## config.mk

```make
export PLATFORM = sky130hd
export DESIGN_NAME = result_converter_pipe
export DESIGN_NICKNAME = d
export VERILOG_FILES = /design/src/rtl/result_converter_pipe.sv
export SDC_FILE = /design/constraint.sdc
export NUM_CORES = 1
export LEC_CHECK = 0
export ABC_AREA = 1
export CORE_MARGIN = 1
export CORE_UTILIZATION = 55
export CTS_BUF_LIST = sky130_fd_sc_hd__clkbuf_8
export DETAILED_ROUTE_END_ITERATION = 7
export PLACE_DENSITY = 0.92
export SYNTH_ARGS = -nofsm -noshare
export SYNTH_HDL_FRONTEND = slang
export SYNTH_SLANG_ARGS = --single-unit
export TNS_END_PERCENT = 50
```

## constraint.sdc

```tcl
create_clock -name clk -period 1.85 [get_ports clk]
set_clock_uncertainty 0.2 [all_clocks]
set_input_delay 0.37 -clock clk [delete_from_list [all_inputs] [get_ports clk]]
set_output_delay 0.37 -clock clk [all_outputs]
set_load 0.01 [all_outputs]
```

## src/rtl/result_converter_pipe.sv

```systemverilog
// Two-stage CORDIC quadrant correction with saturating negation, optional narrowing and
// valid/ready handshake. Build option RESULT_CONVERTER_ROUND_EN selects round-to-nearest narrowing.
module result_converter_pipe #(
  parameter int unsigned WIDTH     = 16,
  parameter int unsigned OUT_WIDTH = 16,
  parameter int unsigned CNT_WIDTH = 8
) (
  input  logic                        clk,
  input  logic                        rst,
  input  logic                        in_valid,
  output logic                        in_ready,
  input  logic [2:0]                  flip,
  input  logic signed [WIDTH-1:0]     sin_in,
  input  logic signed [WIDTH-1:0]     cos_in,
  output logic                        out_valid,
  input  logic                        out_ready,
  output logic signed [OUT_WIDTH-1:0] sin_out,
  output logic signed [OUT_WIDTH-1:0] cos_out,
  output logic [2:0]                  flip_out,
  output logic                        err_out,
  output logic [CNT_WIDTH-1:0]        err_count,
  output logic [CNT_WIDTH-1:0]        sample_count
);

  localparam logic signed [WIDTH-1:0] MinVal = {1'b1, {(WIDTH-1){1'b0}}};
  localparam logic signed [WIDTH-1:0] MaxVal = ~MinVal;
  localparam int Sh = int'(WIDTH) - int'(OUT_WIDTH);

`ifdef RESULT_CONVERTER_ROUND_EN
  localparam int HalfSh = (Sh > 0) ? Sh - 1 : 0;
  localparam logic signed [WIDTH:0] Half   = (Sh > 0) ? ((WIDTH+1)'(1) << HalfSh) : '0;
  localparam logic signed [WIDTH:0] HalfM1 = (Sh > 0) ? Half - 1 : '0;
  localparam logic signed [WIDTH:0] OutMaxExt = ((WIDTH+1)'(1) << (OUT_WIDTH - 1)) - 1;
  localparam logic signed [WIDTH:0] OutMinExt = -OutMaxExt - 1;
`endif

  function automatic logic signed [WIDTH-1:0] neg(input logic signed [WIDTH-1:0] x);
    return (x == MinVal) ? MaxVal : -x;
  endfunction

  function automatic logic signed [OUT_WIDTH-1:0] reduce(input logic signed [WIDTH-1:0] x);
`ifdef RESULT_CONVERTER_ROUND_EN
    logic signed [WIDTH:0] sum;
    logic signed [WIDTH:0] shifted;
    // Smaller bias for negatives makes ties round away from zero.
    sum     = {x[WIDTH-1], x} + (x[WIDTH-1] ? HalfM1 : Half);
    shifted = sum >>> Sh;
    if (shifted > OutMaxExt) return OutMaxExt[OUT_WIDTH-1:0];
    if (shifted < OutMinExt) return OutMinExt[OUT_WIDTH-1:0];
    return shifted[OUT_WIDTH-1:0];
`else
    return x[WIDTH-1 -: OUT_WIDTH];
`endif
  endfunction

  logic                        alive_q;
  logic                        s1_valid_q, s1_err_q;
  logic signed [WIDTH-1:0]     s1_sin_q, s1_cos_q;
  logic [2:0]                  s1_flip_q;
  logic                        s2_valid_q, s2_err_q;
  logic signed [OUT_WIDTH-1:0] s2_sin_q, s2_cos_q;
  logic [2:0]                  s2_flip_q;
  logic [CNT_WIDTH-1:0]        err_cnt_q, smp_cnt_q;

  logic                    s2_load, in_fire, out_fire;
  logic signed [WIDTH-1:0] fold_sin, fold_cos;
  logic                    fold_err;

  always_comb begin
    fold_sin = '0;
    fold_cos = '0;
    fold_err = 1'b0;
    case (flip)
      3'b000:         begin fold_sin = sin_in;      fold_cos = cos_in;      end
      3'b001:         begin fold_sin = neg(cos_in); fold_cos = sin_in;      end
      3'b111:         begin fold_sin = cos_in;      fold_cos = neg(sin_in); end
      3'b010, 3'b110: begin fold_sin = neg(sin_in); fold_cos = neg(cos_in); end
      default:        fold_err = 1'b1;
    endcase
  end

  always_comb begin
    s2_load  = !s2_valid_q || out_ready;
    in_ready = alive_q && (!s1_valid_q || s2_load);
    in_fire  = in_valid && in_ready;
    out_fire = s2_valid_q && out_ready;
  end

  always_ff @(posedge clk or negedge rst) begin
    if (!rst) begin
      alive_q    <= 1'b0;
      s1_valid_q <= 1'b0;
      s1_err_q   <= 1'b0;
      s1_sin_q   <= '0;
      s1_cos_q   <= '0;
      s1_flip_q  <= '0;
      s2_valid_q <= 1'b0;
      s2_err_q   <= 1'b0;
      s2_sin_q   <= '0;
      s2_cos_q   <= '0;
      s2_flip_q  <= '0;
      err_cnt_q  <= '0;
      smp_cnt_q  <= '0;
    end else begin
      alive_q <= 1'b1;
      if (s2_load) begin
        s2_valid_q <= s1_valid_q;
        if (s1_valid_q) begin
          s2_sin_q  <= reduce(s1_sin_q);
          s2_cos_q  <= reduce(s1_cos_q);
          s2_flip_q <= s1_flip_q;
          s2_err_q  <= s1_err_q;
        end
      end
      if (in_fire) begin
        s1_valid_q <= 1'b1;
        s1_sin_q   <= fold_sin;
        s1_cos_q   <= fold_cos;
        s1_flip_q  <= flip;
        s1_err_q   <= fold_err;
      end else if (s2_load) begin
        s1_valid_q <= 1'b0;
      end
      if (in_fire && fold_err && (err_cnt_q != '1)) err_cnt_q <= err_cnt_q + 1'b1;
      if (out_fire) smp_cnt_q <= smp_cnt_q + 1'b1;
    end
  end

  assign out_valid    = s2_valid_q;
  assign sin_out      = s2_sin_q;
  assign cos_out      = s2_cos_q;
  assign flip_out     = s2_flip_q;
  assign err_out      = s2_err_q;
  assign err_count    = err_cnt_q;
  assign sample_count = smp_cnt_q;

endmodule

```

# Word level (Yosys, flattened, before mapping)
# Index checks and enable logic that the tools add are counted.
[word_totals] register_bits=91 input_bits=39 output_inout_bits=54 word_cells=45
[classes] n_addsub=4 eq_ne=7 n_mux=7 n_reduce_logical=14
[ops] operator="$pmux 16 s4" count=2
[ops] operator="$eq 16x16->1 const B" count=2
[ops] operator="$mux 16" count=2
[ops] operator="$neg 16->16" count=2
[ops] operator="$add 8x1->8 const B" count=2
[ops] operator="$ne 8x8->1 const B" count=1
[ops] operator="$eq 3x3->1 const B" count=2
[ops] operator="$logic_and 1x1->1" count=5
[ops] operator="$reduce_or 5->1" count=1
[ops] operator="$eq 3x1->1 const B" count=1
[ops] operator="$eq 3x2->1 const B" count=1
[ops] operator="$logic_not 3->1" count=1
[ops] operator="$mux 1" count=3
[ops] operator="$logic_not 1->1" count=2
[ops] operator="$logic_or 1x1->1" count=2
[ops] operator="$reduce_and 2->1" count=1
[ops] operator="$reduce_bool 2->1" count=1
[ops] operator="$reduce_or 2->1" count=1

# Longest topological paths before layout
[depth] word_depth=7 depth_mapped=11 ltp_nobuf=11

# Least setup slack after synthesis
# No wires, ideal clock.
[synth_timing] path_type="input -> register" from="input sin_in[1]" to="register s1_sin_q[11]" setup_ns=0.066 t_arrival_ns=1.572 required_time_ns=1.584 path_slack_ns=0.012 cell_stages=11 n_path_buf=1 cell_sequence="inv_1 -> ha_1 -> nand3_2 -> nor2_4 -> nand3_2 -> buf_2 -> nand3_1 -> nand2_1 -> nand3b_1 -> nand2_1 -> nand2_1"
[synth_via] elab_chain_cells=3 word_cells_on_any_way=4 cone_classes="add/sub (1); eq/ne (1); mux (2)"
[synth_rtl] element="start: declaration" line="13" source="input logic signed [WIDTH-1:0] sin_in,"
[synth_rtl] element="$neg 16->16 / $eq 16x16->1 (equally long branches)" line="38" source="return (x == MinVal) ? MaxVal : -x;"
[synth_rtl] element="$mux 16 (*)" line="38"
[synth_rtl] element="$pmux 16 s4 (*)" line="73" source="case (flip)"
[synth_rtl] element="end signal: assignment" line="117" source="s1_sin_q <= fold_sin;"
[synth_rtl] element="end: declaration" line="58" source="logic signed [WIDTH-1:0] s1_sin_q, s1_cos_q;"
# Mark *: on every way between the ends. The rest lies on a longest branch, timed or not.
# A chain may end at the register's enable or synchronous reset.

# Worst setup path in the final report
[layout_timing] from="input cos_in[12]" to="register s1_cos_q[2]"
[layout_via] elab_chain_cells=3
[layout_rtl] element="start: declaration" line="14" source="input logic signed [WIDTH-1:0] cos_in,"
[layout_rtl] element="$eq 16x16->1" line="38"
[layout_rtl] element="$mux 16" line="38"
[layout_rtl] element="$pmux 16 s4" line="73"
[layout_rtl] element="end signal: assignment" line="118" source="s1_cos_q <= fold_cos;"
[layout_rtl] element="end: declaration" line="58"
# Every way passes these cells.

==> run summary <==
The run finished, with violations left. The checks that failed: setup timing. From synthesis to final layout, the design area changed by 47.7%.

For the maximum root-to-sink buffer count, the log shows 2. Clock latency on the worst-skew pair, taken at its later pin, is 370 ps. In this run the cell area measured after placement is 7060 sq um. Setup repair after global routing could not meet its margin everywhere. For the utilization after layout, the log shows 0.839. The mean instance size in the synthesized netlist works out to 7.65 sq um. For the number of buffers created by CTS, the log shows 9. Traced cell by cell, the critical path runs through clkdlybuf4s50_1 -> inv_1 -> nand2_1 -> nor2_4 -> buf_4 -> nand3_4 -> nand2_2 -> nand2_1 -> nand2_1 -> nor2_1 -> o21ai_1.

The ratio of final minimum period to clock period came out at 1.01. Worst hold margin: 232 ps. The run gives 2910 sq um as the area taken by multi-input logic gates. The final-report max-slew violation count was 0. In this run the critical register-to-register path is launched from err_count[1].

Tracing the worst setup path back leads to its startpoint at cos_in[12]. The final worst-path setup slack was -18.4 ps; the clock transition at the register clock pins on the worst setup and hold paths after CTS was 110 ps. The number of cells in the finished layout apart from fillers came out at 1019. The HPWL after detailed placement was 12500 um; the total nets after synthesis was 732. The ratio of cells with drive above 1 in the final layout was 0.283; the starting density of the core was 0.568.

The net total in the final layout came out at 926. Kind of end point of the critical path: a register. The count of input and output buffers was 92. In this run, distinct cell masters in the synthesized netlist total 31. In the final timing run, aggregate negative setup slack is -19.8 ps. The clock drives 91 sinks.

TritonCTS built the clock tree. CTS built an H-tree with a depth of 3. STA classifies the critical path startpoint as an input port. The delay of the slowest cell on the worst path works out to 470 ps.

On the critical path the largest part of the delay comes from buffers and inverters. The wire length per cell after detailed routing was 18.2 um; the violation count after the first detailed-routing iteration was 492. The filler cell count is 561. The global-route usage over all layers came out at 0.364. The maximum clock frequency is 0.535 GHz. Y dimension of the die: 99.9 um. The cell seen most often among critical-path stages is sky130_fd_sc_hd__nand2_1.

Entering global routing, the biggest net connects 46 pins. DRC violation count after routing: 0. Across the run, the number of max-cap violations was 0. The top cell types in the final layout, fill and taps aside, are 220 x sky130_fd_sc_hd__nand2_1, 98 x sky130_fd_sc_hd__buf_4, 91 x sky130_fd_sc_hd__dfrtp_1, 69 x sky130_fd_sc_hd__inv_1, 43 x sky130_fd_sc_hd__nand3_1. The core region is 9280 sq um. In this run the clock root is driven by a sky130_fd_sc_hd__clkbuf_8. At the end of routability-driven placement, the weighted congestion stood at 1.00.

The slowest cell on the critical path is sky130_fd_sc_hd__clkdlybuf4s50_1. In this run the horizontal extent of the chip is 99.9 um. In this run the power density over the cells is 807 nW/um^2. STA puts the critical path data arrival time at 1960 ps.

The instance count after placement with tap cells included came out at 986. The tools report the number of global-route vias before repair as 5567. For the post-synthesis cell count, the log shows 689. The most common cell after layout, fill and taps aside was sky130_fd_sc_hd__nand2_1. In this run the worst hold path is classified as input port to async pin. Counting flops and latches in the post-synthesis netlist gives 91. The final setup violation count was 2; the post-detailed-route via-to-cell ratio was 5.70. The tools report the share of the yosys chip area belonging to registers as 0.432. The critical path start-end classification was input port to register. In this run the static leakage power is 4.29 nW. The worst path in the final design needs a cycle of 1870 ps, including I/O delays and setup. For the worst setup path, the data required time is 1950 ps. The pre-antenna-repair detailed-routing pass consisted of 8 iterations. During I/O placement, the number of pins put on the boundary was 93. Yosys printed 0 warnings.

The initial antenna violation count was 1. The run gives 0 as the count of antenna-violating nets left after detailed routing. The number of buffers and inverters on the critical path is 3. The count of standard-cell rows is 35. Summing all flip-flop and latch instances after layout gives 2280 sq um. The total count of hold-check failures in the final report is 0. In this run the cell area of the synthesized design comes to 5270 sq um. The via count of the routed design was 5807; the wire length of the first global-routing pass was 27800 um. The total non-filler cell area in the finished layout was 7780 sq um; the largest fanout on the critical path was 3. The routed design has 18500 um of wire. The logs give 484 uV for the maximum ir drop on the vdd rail and 9980 sq um for the total die area.

Total global routing overflow: 0.
per-stage QoR:
| step | total power [mW] | setup slack [ps] |
|---|---|---|
| global route | 6.57 | -46.5 |
| global placement | 4.84 | -535 |
| CTS | 6.26 | 1.34 |
| detailed placement | 4.97 | -668 |
| floorplan | 3.66 | 12.3 |
| finish | 6.28 | -18.4 |
power breakdown:
part	leakage (nW)	internal, mW	total, mW	switching [mW]
Clock	0.0956	0.634	1.42	0.787
Sequential	1.17	2.44	2.78	0.334
Combinational	3.03	1.02	2.08	1.06
state kept, by name, indices dropped and copies added, names as in the netlist, 3 cells and up:
name / flops
s1_cos_q: 16
s1_sin_q: 16
s1_flip_q: 3
err_count: 8
cos_out: 16
sin_out: 16
sample_count: 8
flip_out: 3
final timing paths:
kind | end | cells past startpoint | slack, ps
setup / recovery | s1_cos_q[2] | 11 | -20
hold / removal | s1_cos_q[8] | 2 | 230
setup reg to reg | err_count[1] | 8 | 100
hold reg to reg | s1_sin_q[7] | 2 | 290
max in group asynchronous | err_count[6] | 3 | 540
min in group clk | s1_flip_q[0] | 3 | 270
worst reg2reg max path, stage by stage, from the launching register on:
cell                      delay [ps]
sky130_fd_sc_hd__dfrtp_1         400
sky130_fd_sc_hd__ha_1            200
sky130_fd_sc_hd__nand3_1         120
sky130_fd_sc_hd__nor3b_2         200
sky130_fd_sc_hd__nand3_1         180
sky130_fd_sc_hd__nand3_4         130
sky130_fd_sc_hd__buf_4           130
sky130_fd_sc_hd__nand2_1          50
sky130_fd_sc_hd__o21ai_1          70
metal layers:
layer | vias up | track usage | routed length, um
li1 | 2608 | - | -
met1 | 2759 | 0.452 | 7350
met2 | 339 | 0.593 | 8910
met3 | 101 | 0.0808 | 1410
met4 | 0 | 0.196 | 874
met5 | - | 0 | 0
cell type report:
class / count / share of cell area
diodes: 2 / 0.000643
clock buffers: 9 / 0.0159
well taps: 129 / 0.0207
flip-flops and latches: 91 / 0.293
inverters: 85 / 0.0410
multi-input cells: 493 / 0.374
clock inverters: 7 / 0.0104
repair buffers: 203 / 0.245
synth_stat cells:
master	count	area share
sky130_fd_sc_hd__buf_6	1	0.0021
sky130_fd_sc_hd__xor2_1	16	0.027
sky130_fd_sc_hd__nand2_1	233	0.17
sky130_fd_sc_hd__o21ai_1	5	0.0047
sky130_fd_sc_hd__dfrtp_1	91	0.43
sky130_fd_sc_hd__buf_1	1	0.00071
sky130_fd_sc_hd__o22ai_1	28	0.033
sky130_fd_sc_hd__mux2_2	29	0.062
sky130_fd_sc_hd__nand3_1	60	0.057
sky130_fd_sc_hd__xnor2_1	5	0.0083
sky130_fd_sc_hd__clkbuf_1	6	0.0043
sky130_fd_sc_hd__o21ai_2	1	0.0017
sky130_fd_sc_hd__nand2_2	1	0.0012
sky130_fd_sc_hd__ha_1	4	0.0095
sky130_fd_sc_hd__nand3_2	4	0.0076
sky130_fd_sc_hd__nor3b_1	1	0.0014
sky130_fd_sc_hd__nor2_2	3	0.0036
sky130_fd_sc_hd__nor2_4	3	0.0064
sky130_fd_sc_hd__inv_1	73	0.052
sky130_fd_sc_hd__nor3_2	1	0.0019
sky130_fd_sc_hd__a21oi_1	1	0.00095
sky130_fd_sc_hd__nor3_4	1	0.0031
sky130_fd_sc_hd__nor3_1	1	0.00095
sky130_fd_sc_hd__o21ai_0	25	0.024
sky130_fd_sc_hd__nand3b_1	13	0.019
sky130_fd_sc_hd__nand4_1	14	0.017
sky130_fd_sc_hd__buf_2	14	0.013
sky130_fd_sc_hd__nand3_4	1	0.0033
sky130_fd_sc_hd__conb_1	1	0.00071
sky130_fd_sc_hd__inv_2	12	0.0085
sky130_fd_sc_hd__nor2_1	40	0.028
kinds of logic after synthesis:
group           synth area share
buf+inv                   0.0809
simple gates               0.316
compound gates            0.0643
fa+ha+maj                0.00949
mux                       0.0619
xor+xnor                  0.0349
other cells             0.000711
flops                      0.432
what timing repair did:
action | in CTS | in global routing
pin swaps | 13 | 26
buffers inserted | 5 | 7
gates resized for setup | 90 | 84
cloned | 2 | 0
endpoints found under the hold margin | 19 | 0
endpoints found under the setup margin | 67 | 58
hold buffers | 1 | 0
Note: power is estimated with default switching activity, not from simulation.
